===== src/rtl/bp_pkg.sv =====
// Shared types and constants for the branch predictor fetch-redirect controller.
package bp_pkg;

    localparam int unsigned     PC_W   = 32;
    localparam logic [PC_W-1:0] PC_INC = 32'd4;

    typedef struct packed {
        logic [PC_W-1:0] pc;
        logic            pred_taken;
        logic [PC_W-1:0] pred_target;
    } bp_entry_t;

    typedef enum logic {
        RUN      = 1'b0,
        REDIRECT = 1'b1
    } bp_state_t;

endpackage


===== src/rtl/pred_queue.sv =====
// In-order FIFO of fetched-instruction predictions, with synchronous clear.
module pred_queue
    import bp_pkg::*;
#(
    parameter int unsigned DEPTH = 4
) (
    input  logic      clk,
    input  logic      rst_n,
    input  logic      clr_i,
    input  logic      push_i,
    input  logic      pop_i,
    input  bp_entry_t wdata_i,
    output logic      full_o,
    output logic      empty_o,
    output bp_entry_t head_o
);

    localparam int unsigned   AW       = $clog2(DEPTH);
    localparam logic [AW:0]   FULL_CNT = (AW+1)'(DEPTH);

    bp_entry_t       mem [DEPTH];
    logic [AW-1:0]   wr_q, rd_q;
    logic [AW:0]     cnt_q;

    always_ff @(posedge clk or negedge rst_n) begin
        if (!rst_n) begin
            wr_q  <= '0;
            rd_q  <= '0;
            cnt_q <= '0;
        end else if (clr_i) begin
            wr_q  <= '0;
            rd_q  <= '0;
            cnt_q <= '0;
        end else begin
            if (push_i) wr_q <= wr_q + AW'(1);
            if (pop_i)  rd_q <= rd_q + AW'(1);
            case ({push_i, pop_i})
                2'b10:   cnt_q <= cnt_q + (AW+1)'(1);
                2'b01:   cnt_q <= cnt_q - (AW+1)'(1);
                default: cnt_q <= cnt_q;
            endcase
        end
    end

    always_ff @(posedge clk) begin
        if (push_i && !clr_i) mem[wr_q] <= wdata_i;
    end

    assign full_o  = (cnt_q == FULL_CNT);
    assign empty_o = (cnt_q == '0);
    assign head_o  = mem[rd_q];

endmodule


===== src/rtl/branch_pred_ctrl.sv =====
// Picks the next fetch PC, tracks in-flight predictions, and on resolve
// redirects/flushes the front end and trains the predictor.
module branch_pred_ctrl #(
    parameter int unsigned DEPTH  = 4,
    parameter logic [31:0] PC_INC = 32'd4,
    parameter int unsigned CNT_W  = 16
) (
    input  logic             clk,
    input  logic             rst_n,
    input  logic [31:0]      f_pc,
    input  logic             f_predict_valid,
    input  logic [31:0]      f_predict_addr,
    input  logic             f_fire,
    input  logic             x_valid,
    input  logic             x_is_branch,
    input  logic             x_taken,
    input  logic [31:0]      x_target,
    output logic [31:0]      f_next_pc,
    output logic             f_stall,
    output logic             flush,
    output logic             upd_valid,
    output logic [31:0]      upd_pc,
    output logic             upd_taken,
    output logic [31:0]      upd_target,
    output logic [CNT_W-1:0] mispredict_cnt,
    output logic             err
);
    import bp_pkg::*;

    bp_state_t        state_q, state_d;
    logic [31:0]      redirect_pc_q, redirect_pc_d;
    logic             upd_valid_q, upd_valid_d;
    logic [31:0]      upd_pc_q, upd_pc_d, upd_target_q, upd_target_d;
    logic             upd_taken_q, upd_taken_d;
    logic [CNT_W-1:0] cnt_q, cnt_d;
    logic             err_q, err_d;

    logic             q_full, q_empty, push_en, pop_en, push_req, in_redir, mispredict;
    bp_entry_t        head, wentry;
    logic [31:0]      seq_pc, actual_next, pred_next;

    pred_queue #(.DEPTH(DEPTH)) u_queue (
        .clk     (clk),
        .rst_n   (rst_n),
        .clr_i   (mispredict),
        .push_i  (push_en),
        .pop_i   (pop_en),
        .wdata_i (wentry),
        .full_o  (q_full),
        .empty_o (q_empty),
        .head_o  (head)
    );

    always_comb begin
        in_redir    = (state_q == REDIRECT);
        pop_en      = x_valid & ~q_empty & ~in_redir;
        push_req    = f_fire & ~in_redir;
        seq_pc      = head.pc + PC_INC;
        actual_next = (x_is_branch && x_taken) ? x_target : seq_pc;
        pred_next   = head.pred_taken ? head.pred_target : seq_pc;
        // A predicted-taken non-branch is an alias even if its target happens to be sequential.
        mispredict  = pop_en & ((actual_next != pred_next) | (~x_is_branch & head.pred_taken));
        push_en     = push_req & (~q_full | pop_en) & ~mispredict;

        wentry.pc          = f_pc;
        wentry.pred_taken  = f_predict_valid;
        wentry.pred_target = f_predict_addr;

        state_d       = mispredict ? REDIRECT : RUN;
        redirect_pc_d = mispredict ? actual_next : redirect_pc_q;
        cnt_d         = (mispredict && cnt_q != '1) ? cnt_q + CNT_W'(1) : cnt_q;
        err_d         = err_q | (push_req & q_full & ~pop_en) | (x_valid & q_empty & ~in_redir);

        upd_valid_d  = pop_en & (x_is_branch | mispredict);
        upd_pc_d     = upd_pc_q;
        upd_taken_d  = upd_taken_q;
        upd_target_d = upd_target_q;
        if (upd_valid_d) begin
            upd_pc_d     = head.pc;
            upd_taken_d  = x_is_branch & x_taken;
            upd_target_d = x_is_branch ? x_target : seq_pc;
        end
    end

    always_ff @(posedge clk or negedge rst_n) begin
        if (!rst_n) begin
            state_q       <= RUN;
            redirect_pc_q <= '0;
            upd_valid_q   <= 1'b0;
            upd_pc_q      <= '0;
            upd_taken_q   <= 1'b0;
            upd_target_q  <= '0;
            cnt_q         <= '0;
            err_q         <= 1'b0;
        end else begin
            state_q       <= state_d;
            redirect_pc_q <= redirect_pc_d;
            upd_valid_q   <= upd_valid_d;
            upd_pc_q      <= upd_pc_d;
            upd_taken_q   <= upd_taken_d;
            upd_target_q  <= upd_target_d;
            cnt_q         <= cnt_d;
            err_q         <= err_d;
        end
    end

    assign f_next_pc      = in_redir ? redirect_pc_q
                          : (f_predict_valid ? f_predict_addr : f_pc + PC_INC);
    assign f_stall        = q_full & ~in_redir;
    assign flush          = in_redir;
    assign upd_valid      = upd_valid_q;
    assign upd_pc         = upd_pc_q;
    assign upd_taken      = upd_taken_q;
    assign upd_target     = upd_target_q;
    assign mispredict_cnt = cnt_q;
    assign err            = err_q;

endmodule


===== config.mk =====
export PLATFORM = sky130hd
export DESIGN_NAME = branch_pred_ctrl
export DESIGN_NICKNAME = d
export VERILOG_FILES = /design/src/rtl/bp_pkg.sv /design/src/rtl/pred_queue.sv /design/src/rtl/branch_pred_ctrl.sv
export SDC_FILE = /design/constraint.sdc
export NUM_CORES = 1
export LEC_CHECK = 0
export BUFFER_PORTS_ARGS = -buffer_cell sky130_fd_sc_hd__buf_2
export CORE_ASPECT_RATIO = 1.2
export CORE_MARGIN = 2
export CORE_UTILIZATION = 58
export DETAILED_ROUTE_END_ITERATION = 12
export GPL_ROUTABILITY_DRIVEN = 0
export HOLD_SLACK_MARGIN = 0.15
export PLACE_DENSITY_LB_ADDON = 0.05
export SYNTH_ARGS = -nofsm -noshare
export SYNTH_HDL_FRONTEND = slang
export SYNTH_SLANG_ARGS = --single-unit

===== constraint.sdc =====
create_clock -name clk -period 14.3 [get_ports clk]
set_clock_uncertainty 0.2 [all_clocks]
set_input_delay 2.145 -clock clk [delete_from_list [all_inputs] [get_ports clk]]
set_output_delay 2.145 -clock clk [all_outputs]
set_load 0.05 [all_outputs]

# ---- After elaboration in Yosys (flattened, before gate mapping)
# Memories as Yosys holds them, arrays and structs flattened.
# Cells that the tools add are included.
dict set report word_totals {
  in_bits 103
  wordCells 71
  regBits 123
  mem_bits_rw 260
  n_memories 1
  out_inout_bits 117
}
dict set report classes {
  n_eq_ne 5
  bitwise_logic 25
  n_mux 14
  n_reduce_logical 8
  addsub 7
}
# name words word_bits rd rd_ports_with_merged_regs wr line_no
set mem_list {}
lappend mem_list {u_queue.mem 4 65 1 0 1 pred_queue.sv:21} ;# bp_entry_t mem [DEPTH];
# operator n
set op_table {}
lappend op_table {{two-way mux 32 bit} 5}
lappend op_table {{adder 32 x 3 -> 32 bit (second input constant)} 2}
lappend op_table {{inequality test 32 bit} 1}
lappend op_table {{adder 16 x 1 -> 16 bit (second input constant)} 1}
lappend op_table {{inequality test 16 bit (second input constant)} 1}
lappend op_table {{bitwise AND 1 bit} 14}
lappend op_table {{two-way mux 2 bit} 4}
lappend op_table {{inverter 1 bit} 6}
lappend op_table {{case mux 3 bit (2 select lines)} 1}
lappend op_table {{OR 1 bit} 5}
lappend op_table {{adder 2 x 1 -> 2 bit (second input constant)} 2}
lappend op_table {{nonzero test 2 bit} 2}
lappend op_table {{adder 3 x 1 -> 3 bit (second input constant)} 1}
lappend op_table {{equality test 3 bit (second input constant)} 1}
lappend op_table {{logical AND 1 bit} 3}
lappend op_table {{zero test 3 bit} 1}
lappend op_table {{two-way mux 1 bit} 3}
lappend op_table {{two-way mux 3 bit} 1}
lappend op_table {{nonzero test 3 bit} 1}
lappend op_table {{subtractor 3 x 1 -> 3 bit (second input constant)} 1}
lappend op_table {{equality test 2 x 1 -> 1 bit (second input constant)} 1}
lappend op_table {{equality test 2 bit (second input constant)} 1}
lappend op_table {{zero test 1 bit} 1}

# ---- Longest topological paths before layout
# Gate-level depths: netlist of run 1.
# An unclocked memory read counts as a cell.
dict set report logic_depth {
  depth_word 11
  ltp_mapped 24
  depth_no_buf 18
}

# ---- By module
# From an unflattened synthesis of run 1, not the netlist that was laid out.
dict set report hier_totals {
  hier_cells 1482
  area_unflattened_um2 19104.6
}
# mod cells_per_inst seq_area_each_um2 area_each_um2 n_inst
set modules_own_cells {}
lappend modules_own_cells {pred_queue 383 7982.7 9853.2 1}
lappend modules_own_cells {branch_pred_ctrl 1099 2902.8 9251.4 1}

# ---- Worst setup path before layout of run 1
# OpenSTA, ideal clock, no wires.
dict set report synth_path {
  path_type {input -> output}
  start {in f_pc[5]}
  end {out f_next_pc[26]}
  stages 11
  path_slack_ps 7101
  t_required_ps 11955
  n_path_buf 0
  arrival_ps 4854
  path_cell_list {nand4_1 -> nor2_1 -> and4_1 -> and4_1 -> nand4_1 -> nor2_1 -> nand3_1 -> xor2_1 -> nor2_1 -> a21oi_1 -> o21ai_0}
}
dict set report synth_between {
  elab_chain_cells 3
}
# element line_no
set synth_lines {}
lappend synth_lines {{from (decl)} branch_pred_ctrl.sv:10} ;# input logic [31:0] f_pc,
lappend synth_lines {{adder 32 x 3 -> 32 bit} branch_pred_ctrl.sv:108} ;# : (f_predict_valid ? f_predict_addr : f_pc + PC_INC);
lappend synth_lines {{two-way mux 32 bit} branch_pred_ctrl.sv:108}
lappend synth_lines {{two-way mux 32 bit} branch_pred_ctrl.sv:107} ;# assign f_next_pc = in_redir ? redirect_pc_q
lappend synth_lines {{to (decl)} branch_pred_ctrl.sv:18} ;# output logic [31:0] f_next_pc,
# Every way passes these cells.

# ---- Final worst setup path of run 1
dict set report layout_path {
  start {in f_pc[5]}
  end {out f_next_pc[25]}
}
# The elaborated chain is that of the path after synthesis.

==> summary.md, run 1 <==
| Metric | Value |
|---|---|
| Status | `finished, final reports clean` |
| Startpoint types | `input pin` |
| Number of flops mapped to enable cells by yosys | `260` |
| Remaining Overflow, GRT | `0` |
| Synthesized cell area | `19010 µm²` |
| Avg Cell Area, Syn | `around 13 µm²` |
| Final WL | `53.62 mm` |
| P_int | `2.597 mW` |
| Gr usage total | `31.35%` |
| Switch share | `40.15%` |
| Ys Warns | `0` |
| CP cell instances | `buf_2 > nand4_1 > nor2_1 > and4_1 > and4_1 > nand2_1 > nor3_1 > nand2_1 > xor2_1 > nor2_1 > a21oi_1 > o21ai_0 > buf_2` |
| Register area | `between 10000 and 15000 µm²` |
| Area occupied by multi-input gates | `7537 µm²` |
| CTS root buf | `clkbuf_16` |
| Tmin final | `approximately 7.5 ns` |
| Switching Power | `1.742 mW` |
| Yosys cell types | `77` |
| Clk pwr share | `23.9%` |
| Worst-skew pair later-pin latency | `roughly 0.54 ns` |
| Ports | `220` |
| Vias | `about 13000` |
| Unrepaired setup endpoints after global routing | `false` |
| Layout area overhead | `13.73%` |
| Number of CTS-inserted buffers | `38` |
| Wire length of the first global-routing pass | `79.78 mm` |
| CP max FO | `9` |
| Crit path largest cell delay | `0.68 ns` |
| Crit end category | `output port` |
| Share of layout cells above drive strength 1 | `26.34%` |
| Full die area | `around 34000 µm²` |
| Cell taking the most area after synthesis | `edfxtp_1` |
| Final Hold Vio Count | `0` |
| Number of global-route vias before repair | `12810` |
| Pleak | `7.915 nW` |
| Placed cells | `2014` |
| Logic pwr share | `between 30 and 40%` |
| Max cap viols | `0` |
| Syn Nets | `1566` |
| Crit Path Class | `in -> out` |
| Seq pwr share | `a little under two fifths` |
| Post-CTS Resized | `0` |
| Final setup violation count | `0` |
| Sink Count | `383` |
| Top-count cell post-synth | `edfxtp_1` |
| Core area | `32250 µm²` |
| Tightest Pin Transition | `1.104 ns` |
| Layout fillers | `2389` |
| DPL Wire Length | `37.43 mm` |
| WP data required | `11.95 ns` |
| Die Width | `169.3 µm` |
| H-tree Lvls | `2` |
| Clock slew at reported path FFs | `0.06 ns` |
| Gate Count Post-Synth | `1455` |
| Layout Nets | `1758` |
| Die height | `202.3 µm` |
| Detail Route Antenna Nets | `0` |
| Fraction of registers with async set or reset after synthesis | `approximately 32%` |
| CTS hold repair buffers | `0` |
| Port bufs | `approximately 220` |
| CP max stage cell | `nor3_1` |
| Final Util | `67.05%` |
| Slew headroom | `26.41%` |
| FMAX | `0.1329 GHz` |
| Initial drt markers | `1542` |
| Vias per cell | `6.440` |
| Worst path arrival time | `between 5 and 6 ns` |
| Post-Route Setup TNS | `0 ns` |
| Clk buf depth | `3` |
| Finished Layout Cells | `2082` |
| Pwr/cell area | `between 200 and 250 nW/µm²` |
| FP Rows | `72` |
| Primary FF master, synth | `edfxtp_1` |
| Post-synth top cells | `edfxtp_1, dfrtp_1, nand2_1, o21ai_0, nor2_1` |
| DRC Markers | `0` |
| Sequential fraction of the synthesis area | `57.25%` |
| Slew Limit Fails | `0` |
| Yosys top cell area share | `a little over 40%` |
| Largest net degree at the start of global routing | `69` |
| Post-CTS setup buffers | `0` |
| Final period util | `52.62%` |
| Yosys reg bits | `383` |
| Synth top area cells | `edfxtp_1, dfrtp_1, mux4_2` |
| 1st-pass router iterations | `5` |
| WL/cell | `25.75 µm` |
| Peak supply drop | `0.1059 mV` |
| R2r setup slk | `approximately 6.9 ns` |
| Type of the most critical hold path | `reg -> reg` |
| Initial antenna violation count | `2` |
| CTS tree | `done` |
| Starting Density | `between 50% and 60%` |
## layout by cell type, fill, tap and decap left out, types with 40 or more instances in the layout
cell type	synthesis	final
buf_2	18	218
mux4_2	64	64
mux2_2	41	41
xnor2_1	67	67
edfxtp_1	260	260
a21oi_1	55	55
clkbuf_16	0	40
xor2_1	51	51
nand2_1	116	116
o21ai_0	78	78
nor2_1	75	75
nand3_1	46	46
dfrtp_1	123	120
inv_1	41	41
## layout make-up
cell class,instances,area share [%]
antenna,1,0.01157
sequential,383,50.37
timing repair buffer,237,5.705
clock inverter,18,1.134
clock buffer,49,4.831
multi-input combinational,945,34.86
tap,407,2.355
inverter,42,0.7406
## path summary, 6_finish.rpt
kind                       cells past startpoint       startpoint                end
setup / recovery                              13          f_pc[5]      f_next_pc[25]
hold / removal                                 1              err                err
setup reg to reg                              14  u_queue.rd_q[0]  u_queue.mem[0][7]
hold reg to reg                                1              err                err
max in group asynchronous                      2            rst_n    u_queue.rd_q[0]
min in group asynchronous                      1            rst_n          upd_pc[9]
## logic make-up (layout without fill, tap and decap cells)
kind of cell    count (synthesis)  after routing  synth area share (%)
simple gates                  390            390                 10.50
flops                         383            383                 57.25
compound gates                278            278                 9.529
mux                           143            143                 12.58
buf+inv                       127            346                 3.225
xor+xnor                      126            126                 6.350
fa+ha+maj                       8              8                0.5659
other cells                     0              1                     0
## metal layers
layer | share of wire (%) | vias to the layer above | wire [µm] | GRT usage [%]
met1 | 42 | 6652 | 22390 | 46.16
met2 | 46 | 715 | 24630 | 47.65
met3 | 8.7 | 121 | 4670 | 4.778
met5 | 0.024 | - | 13 | 0
li1 | - | 5918 | - | -
met4 | 3.6 | 2 | 1917 | 11.97
## flip-flops by register name (all words and copies together) (netlist names)
signal          flops
upd_taken           1
u_queue.mem       260
upd_target         32
upd_valid           1
upd_pc             32
redirect_pc_q      32
u_queue.rd_q        2
u_queue.cnt_q       3
flush               1
err                 1
u_queue.wr_q        2
mispredict_cnt     16
## power by group through the flow
| stage | Combinational [mW] | Sequential, mW | Clock (mW) |
|---|---|---|---|
| 5_1_grt | 1.79 | 1.64 | 1.09 |
| 4_1_cts | 1.69 | 1.61 | 1.05 |
| 2_1_floorplan | 0.902 | 1.94 | 0 |
| 6_report | 1.69 | 1.61 | 1.04 |
| 3_3_place_gp | 1.66 | 1.62 | 0 |
| 3_5_place_dp | 1.68 | 1.63 | 0 |
## critical path: cells and delay by family
kind / cells / cell delay [ns]
AOI/OAI and AO/OA: 2 / 0.32
xor gates and xnor gates: 1 / 0.18
buffers and inverters: 2 / 0.52
and+or+nand+nor: 8 / 2.02
## through the flow
| step | setup WS, ns | power [mW] | cell area (µm²) | hold WS (ns) |
|---|---|---|---|---|
| 6_report | 6.776 | 4.340 | 21620 | 0.2673 |
| 2_1_floorplan | 7.101 | 2.843 | 19010 | 0.2585 |
| 3_5_place_dp | 6.842 | 3.308 | 20330 | 0.2500 |
| 4_1_cts | 6.782 | 4.342 | 21620 | 0.2650 |
| 5_1_grt | 6.374 | 4.512 | 21620 | 0.2881 |
| 3_3_place_gp | 6.864 | 3.285 | 20330 | 0.2383 |
Power figures use the tool's default switching activity.
==> run 2, diff against run 1 <==
Settings changed: ABC_AREA set to 1.
Clock period 14.3 ns to 7.6 ns, I/O delays scaled along.
==> run 2 against run 1 <==
Global-route usage grew 4.0 points. Largest power group unchanged. Largest cell class unchanged. Die area up 4.4%. Combinational power increased to 3.0 times the previous value. Register-to-register slack got worse by 5.5 ns. Sequential power grew 92%.
==> summary.md, run 2 <==
| Metric | Value |
|---|---|
| Commonest non-fill, non-tap cell in the layout | `nand2_1 (was edfxtp_1)` |
| Syn Nets | `2501 (was 1566)` |
| P_int | `4.981 mW (was 2.597 mW)` |
| FMAX | `between 0.15 and 0.2 GHz` |
| Die Width | `173.0 µm (was 169.3 µm)` |
| Tightest Pin Transition | `1.032 ns (was 1.104 ns)` |
| Startpoint types | `flop (was input pin)` |
| Largest net degree at the start of global routing | `99 (was 69)` |
| Crit end category | `flop (was output port)` |
| Primary FF master, synth | `edfxtp_1 (unchanged)` |
| Ports | `220 (unchanged)` |
| Core area | `33890 µm² (was 32250 µm²)` |
| Max reg flops | `260 (unchanged)` |
| Tmin final | `6.220 ns` |
| Detail Route Antenna Nets | `0 (unchanged)` |
| Largest register by flop count | `u_queue.mem (unchanged)` |
| WP data required | `7.75 ns (was 11.95 ns)` |
| Gate Count Post-Synth | `2390 (was 1455)` |
| Worst-skew pair later-pin latency | `0.56 ns (was 0.54 ns)` |
| CTS hold repair buffers | `0 (unchanged)` |
| 1st-pass router iterations | `6 (was 5)` |
| Yosys cell types | `50 (was 77)` |
| H-tree Lvls | `2 (unchanged)` |
| Gr usage total | `35.33% (was 31.35%)` |
| Pwr/cell area | `442.1 nW/µm² (was 200.7 nW/µm²)` |
| CTS tree | `done (unchanged)` |
| Remaining Overflow, GRT | `0 (unchanged)` |
| Layout fillers | `2821 (was 2389)` |
| Area occupied by multi-input gates | `8123 µm² (was 7537 µm²)` |
| Synth top area cells | `edfxtp_1, nand2_1, dfrtp_1 (was edfxtp_1, dfrtp_1, mux4_2)` |
| Die height | `206.8 µm (was 202.3 µm)` |
| Crit path largest cell delay | `0.74 ns (was 0.68 ns)` |
| WL/cell | `21.00 µm (was 25.75 µm)` |
| Clk pwr share | `18.4% (was 23.9%)` |
| Worst path arrival time | `6.37 ns (was 5.18 ns)` |
| Peak supply drop | `0.3260 mV (was 0.1059 mV)` |
| Clock slew at reported path FFs | `0.06 ns (about the same)` |
| CP cell instances | `inv_4 > buf_4 > nand2_1 > nand2_1 > nand2_1 > nand2_1 > nand2_1 > nor2_1 > nand2_1 > nor2_1 > nand3_1 > nand3_1 > nand2_1 > nand2_1 > nand2_1 > nor2_1 > nand2_1 > nor2_1 > nand3_2 > nand2_2 > buf_4 > inv_2 > nor3_1 (was buf_2 > nand4_1 > nor2_1 > and4_1 > and4_1 > nand2_1 > nor3_1 > nand2_1 > xor2_1 > nor2_1 > a21oi_1 > o21ai_0 > buf_2)` |
| FP Rows | `74 (was 72)` |
| Vias | `17830 (was 13410)` |
| Port bufs | `219 (unchanged)` |
| Ys Warns | `0 (unchanged)` |
| Clk buf depth | `3 (unchanged)` |
| Final period util | `81.84%` |
| Status | `finished, final reports clean (unchanged)` |
| Final setup violation count | `0 (unchanged)` |
| Number of CTS-inserted buffers | `39 (was 38)` |
| Initial antenna violation count | `4 (was 2)` |
| Sink Count | `383 (unchanged)` |
| CP max FO | `75 (was 9)` |
| Post-Route Setup TNS | `0 ns (unchanged)` |
| Seq pwr share | `31.1% (was 37.1%)` |
| Crit path top cell by count | `nand2_1` |
| DPL Wire Length | `45.61 mm (was 37.43 mm)` |
| Number of flops mapped to enable cells by yosys | `260 (unchanged)` |
| Post-CTS setup buffers | `0 (unchanged)` |
| Final WL | `63.85 mm (was 53.62 mm)` |
| ANT cells | `0 (was 1)` |
| Yosys reg bits | `383 (unchanged)` |
| Wire length of the first global-routing pass | `95.58 mm (was 79.78 mm)` |
| Most frequent cells in the layout | `nand2_1, edfxtp_1, buf_2, nand3_1, nor2_1 (was edfxtp_1, buf_2, dfrtp_1, nand2_1, o21ai_0)` |
| Starting Density | `58.65% (was 58.95%)` |
| CP max stage cell | `nor3_1 (unchanged)` |
| DRC Markers | `0 (unchanged)` |
| Yosys top cell area share | `39.28% (was 41.06%)` |
| Sequential fraction of the synthesis area | `54.77% (was 57.25%)` |
| Logic pwr share | `50.5% (was 39.0%)` |
| Pleak | `9.939 nW (was 7.915 nW)` |
| Register area | `10890 µm² (about the same)` |
| Initial drt markers | `2388 (was 1542)` |
| Type of the most critical hold path | `reg -> reg (unchanged)` |
| Share of layout cells above drive strength 1 | `14.47% (was 26.34%)` |
| Synthesized cell area | `19870 µm² (was 19010 µm²)` |
| Switching Power | `4.939 mW (was 1.742 mW)` |
| Avg Cell Area, Syn | `8.316 µm² (was 13.07 µm²)` |
| Slew Limit Fails | `0 (unchanged)` |
| Total power | `9.920 mW (was 4.340 mW)` |
| Fraction of registers with async set or reset after synthesis | `32.11% (unchanged)` |
| Post-synth top cells | `nand2_1, edfxtp_1, nand3_1, nor2_1, o21ai_0 (was edfxtp_1, dfrtp_1, nand2_1, o21ai_0, nor2_1)` |
| Number of global-route vias before repair | `16150 (was 12810)` |
| Slew headroom | `31.23% (was 26.41%)` |
| Layout area overhead | `12.89% (was 13.73%)` |
| Switch share | `49.79% (was 40.15%)` |
| Final Hold Vio Count | `0 (unchanged)` |
| Max cap viols | `0 (unchanged)` |
| Crit Path Class | `reg -> reg (was in -> out)` |
| Full die area | `35770 µm² (was 34250 µm²)` |
| Post-CTS Resized | `0 (unchanged)` |
| Layout Nets | `2673 (was 1758)` |
| CTS root buf | `clkbuf_16 (unchanged)` |
| Vias per cell | `5.865 (was 6.440)` |
| Top-count cell post-synth | `nand2_1 (was edfxtp_1)` |
| Cell taking the most area after synthesis | `edfxtp_1 (unchanged)` |
| Unrepaired setup endpoints after global routing | `false (unchanged)` |
run 2: power by group through the flow:
stage          registers [mW]  logic [mW]  clock network [mW]
2_1_floorplan            3.67        2.86                   0
3_3_place_gp             3.10        4.83                   0
3_5_place_dp             3.11        4.89                   0
4_1_cts                  3.07        4.91                1.83
5_1_grt                  3.13        5.41                1.90
6_report                 3.09        5.01                1.82
run 2: kinds of logic after synthesis:
group	Yosys count	synth area share, %
adders and majority gates	8	0.5414
AOI/OAI and AO/OA	279	7.952
xor gates and xnor gates	43	1.895
muxes	2	0.1007
and+or+nand+nor	1475	30.19
buffers and inverters	200	4.545
DFF	383	54.77
run 2: path summary, 6_finish.rpt:
path	start	to	slack, ns	cells past startpoint
setup / recovery	u_queue.rd_q[0]	u_queue.rd_q[0]	1.38	23
hold / removal	upd_target[15]	upd_target[15]	0.27	2
setup reg to reg	u_queue.rd_q[0]	u_queue.rd_q[0]	1.38	23
hold reg to reg	upd_target[15]	upd_target[15]	0.27	2
max in group asynchronous	rst_n	u_queue.rd_q[0]	5.12	2
min in group asynchronous	rst_n	upd_pc[15]	0.42	1
run 2: cell type report:
cell class | count | share of cell area (%)
clock inverter | 13 | 0.6079
inverter | 87 | 1.472
sequential | 383 | 48.54
multi-input combinational | 1807 | 36.20
tap | 456 | 2.543
timing repair buffer | 244 | 6.012
clock buffer | 50 | 4.623
run 2: per-stage QoR:
| step | hold slack [ns] | instance area [µm²] | setup WS [ns] | utilization, % | instances |
|---|---|---|---|---|---|
| finish | 0.2724 | 22440 | 1.380 | 66.21 | 3040 |
| global route | 0.2930 | 22440 | 1.013 | 66.21 | 3040 |
| detailed placement | 0.2602 | 21260 | 1.551 | 62.75 | 2977 |
| CTS | 0.2767 | 22440 | 1.528 | 66.21 | 3040 |
| floorplan | 0.2534 | 19870 | 1.142 | - | 2390 |
| global placement | 0.2579 | 21260 | 1.605 | 62.75 | 2977 |
run 2: worst max-delay path, delay by kind of cell (launching register included):
family	cells	cell delay (ns)
buffers and inverters	4	1.99
and+or+nand+nor	19	3.00
DFF	1	0.70
run 2: routing by layer:
metal | GRT usage [%] | wire length (µm) | up-vias
met5 | 0 | 25 | -
met1 | 49.36 | 25260 | 8269
met2 | 54.87 | 28090 | 1145
li1 | - | - | 8235
met4 | 14.23 | 2748 | 4
met3 | 6.978 | 7733 | 178
==> run 3, diff against run 2 <==
Clock period 7.6 ns to 6.2 ns, I/O delays scaled along.
==> run 3 against run 2 <==
Flip-flop and latch count unchanged. Design area grew 0.50%. Global-route usage is 0.37 points higher. Wire length increased by 0.36%. Cell count is 0.39% higher. Clock-buffer cell count increased by 1. Combinational power rose by 24%.
==> summary.md, run 3 (synthesis results as in run 2) <==
| Metric | Value |
|---|---|
| Slew Limit Fails | `0 (unchanged)` |
| Critical path endpoint | `u_queue.mem[2][45] (was u_queue.rd_q[0])` |
| Largest net degree at the start of global routing | `99 (unchanged)` |
| Post-CTS Resized | `0 (unchanged)` |
| Dpl ws | `0.8325 ns (was 1.551 ns)` |
| CP max FO | `59 (was 75)` |
| Tightest Pin Transition | `0.9659 ns (was 1.032 ns)` |
| Sink Count | `383 (unchanged)` |
| Number of global-route vias before repair | `16350 (was 16150)` |
| Layout Nets | `2676 (was 2673)` |
| Worst r2r src | `u_queue.rd_q[0] (unchanged)` |
| Layout area overhead | `13.46% (was 12.89%)` |
| Starting Density | `58.65% (unchanged)` |
| Commonest non-fill, non-tap cell in the layout | `nand2_1 (unchanged)` |
| Worst path arrival time | `5.55 ns (was 6.37 ns)` |
| CP cell instances | `inv_4 > o21ai_0 > o21ai_2 > ha_1 > inv_1 > nor2_2 > nand2_1 > nor2_2 > nand2_1 > nand2_1 > nand2_1 > o21ai_1 > nand2_1 > nand2_1 > nand2_1 > nor2_1 > nand2_1 > nor2_1 > nand3_2 > nand2_2 > nand2_2 > nor2_4 > buf_4 (was inv_4 > buf_4 > nand2_1 > nand2_1 > nand2_1 > nand2_1 > nand2_1 > nor2_1 > nand2_1 > nor2_1 > nand3_1 > nand3_1 > nand2_1 > nand2_1 > nand2_1 > nor2_1 > nand2_1 > nor2_1 > nand3_2 > nand2_2 > buf_4 > inv_2 > nor3_1)` |
| H-tree Lvls | `2 (unchanged)` |
| Remaining Overflow, GRT | `0 (unchanged)` |
| Pleak | `9.993 nW (was 9.939 nW)` |
| Crit Path Class | `reg -> reg (unchanged)` |
| Tmin final | `5.512 ns (was 6.220 ns)` |
| Crit path largest cell delay | `0.61 ns (was 0.74 ns)` |
| Crit end category | `flop (unchanged)` |
| Max cap viols | `0 (unchanged)` |
| Post-CTS setup buffers | `0 (unchanged)` |
| Worst Reg-to-Reg Cells | `23 (unchanged)` |
| Initial drt markers | `2081 (was 2388)` |
| Detail Route Antenna Nets | `0 (unchanged)` |
| WP data required | `6.24 ns (was 7.75 ns)` |
| Initial antenna violation count | `2 (was 4)` |
| Final worst setup slack | `0.6882 ns (was 1.380 ns)` |
| R2r setup slk | `0.69 ns (was 1.38 ns)` |
| Final Util | `66.54% (was 66.21%)` |
| Final WL | `64.08 mm (was 63.85 mm)` |
| DRC Markers | `0 (unchanged)` |
| Vias | `17850 (was 17830)` |
| FP Rows | `74 (unchanged)` |
| WL/cell | `21.00 µm (about the same)` |
| Final period util | `88.90% (was 81.84%)` |
| Fin Hold WS | `0.2164 ns (was 0.2724 ns)` |
| Unrepaired setup endpoints after global routing | `false (unchanged)` |
| Pwr/cell area | `542.3 nW/µm² (was 442.1 nW/µm²)` |
| Crit path top cell by count | `nand2_1 (unchanged)` |
| CTS hold repair buffers | `0 (unchanged)` |
| Die height | `206.8 µm (unchanged)` |
| Post-Route Setup TNS | `0 ns (unchanged)` |
| CTS tree | `done (unchanged)` |
| Most frequent cells in the layout | `nand2_1, edfxtp_1, buf_2, nand3_1, nor2_1 (unchanged)` |
| Worst Setup SP | `u_queue.rd_q[0] (unchanged)` |
| Gr usage total | `35.70% (was 35.33%)` |
| Core area | `33890 µm² (unchanged)` |
| Final Hold Vio Count | `0 (unchanged)` |
| CP max stage cell | `dfrtp_4 (was nor3_1)` |
| Full die area | `35770 µm² (unchanged)` |
| 1st-pass router iterations | `8 (was 6)` |
| Max reg flops | `260 (unchanged)` |
| Vias per cell | `5.849 (was 5.865)` |
| Worst-skew pair later-pin latency | `0.55 ns (was 0.56 ns)` |
| Ports | `220 (unchanged)` |
| Die Width | `173.0 µm (unchanged)` |
| Clk buf depth | `3 (unchanged)` |
| DPL Wire Length | `46.10 mm (was 45.61 mm)` |
| Share of layout cells above drive strength 1 | `14.68% (was 14.47%)` |
| Slew headroom | `35.54% (was 31.23%)` |
| Number of CTS-inserted buffers | `38 (was 39)` |
| Peak supply drop | `0.3397 mV (was 0.3260 mV)` |
| Startpoint types | `flop (unchanged)` |
| Final setup violation count | `0 (unchanged)` |
| Total power | `12.23 mW (was 9.920 mW)` |
| Clock slew at reported path FFs | `0.08 ns (was 0.06 ns)` |
| Status | `finished, final reports clean (unchanged)` |
| Type of the most critical hold path | `in -> async (was reg -> reg)` |
| CTS root buf | `clkbuf_16 (unchanged)` |
| FMAX | `0.1814 GHz (was 0.1608 GHz)` |
| Port bufs | `219 (unchanged)` |
| Largest register by flop count | `u_queue.mem (unchanged)` |
| R2R Path End | `u_queue.mem[2][45] (was u_queue.rd_q[0])` |
| Wire length of the first global-routing pass | `96.30 mm (was 95.58 mm)` |
run 3: through the flow:
step	std cells	cell area (µm²)
5_1_grt	3051	22550
3_5_place_dp	2981	21320
6_report	3052	22550
3_3_place_gp	2981	21320
2_1_floorplan	2390	19870
4_1_cts	3051	22550
run 3: cell type report:
type | instances | area (µm²)
repair buffers | 248 | 1404
clock inverters | 19 | 167.7
inverters | 87 | 330.3
diodes | 1 | 2.502
well taps | 456 | 570.5
fillers | 2860 | 11340
clock buffers | 51 | 1061
multi-input cells | 1807 | 8123
flip-flops and latches | 383 | 10890
run 3: metal layers:
metal  global-route usage [%]  wire, µm  part of all wire (%)  vias to the layer above
met5                        0        27                 0.042                        -
met4                    16.68      3192                   5.0                        4
met3                    6.612      7580                    12                      172
met2                    54.39     27610                    43                     1075
met1                    50.16     25670                    40                     8346
li1                         -         -                     -                     8253
run 3: worst max-delay path, delay by kind of cell (launching register included):
kind,cells,cell delay [ns]
buf+inv,3,0.88
flops,1,0.61
compound gates,3,0.69
simple gates,16,2.56
fa+ha+maj,1,0.22
run 3: worst min-delay path by stage:
stage | startpoint | to | slack (ns) | depth (start not counted)
finish | rst_n | upd_pc[22] | 0.22 | 1
global route | rst_n | u_queue.rd_q[0] | 0.26 | 1
CTS | rst_n | upd_pc[22] | 0.22 | 1
detailed placement | upd_pc[11] | upd_pc[11] | 0.27 | 2
global placement | upd_target[16] | upd_target[16] | 0.26 | 2
floorplan | redirect_pc_q[10] | redirect_pc_q[10] | 0.25 | 2
run 3: where the power goes:
group	total [mW]	switching [mW]	internal (mW)
sequential	3.73	0.351	3.37
combinational	6.21	4.73	1.49
clock	2.29	0.994	1.30
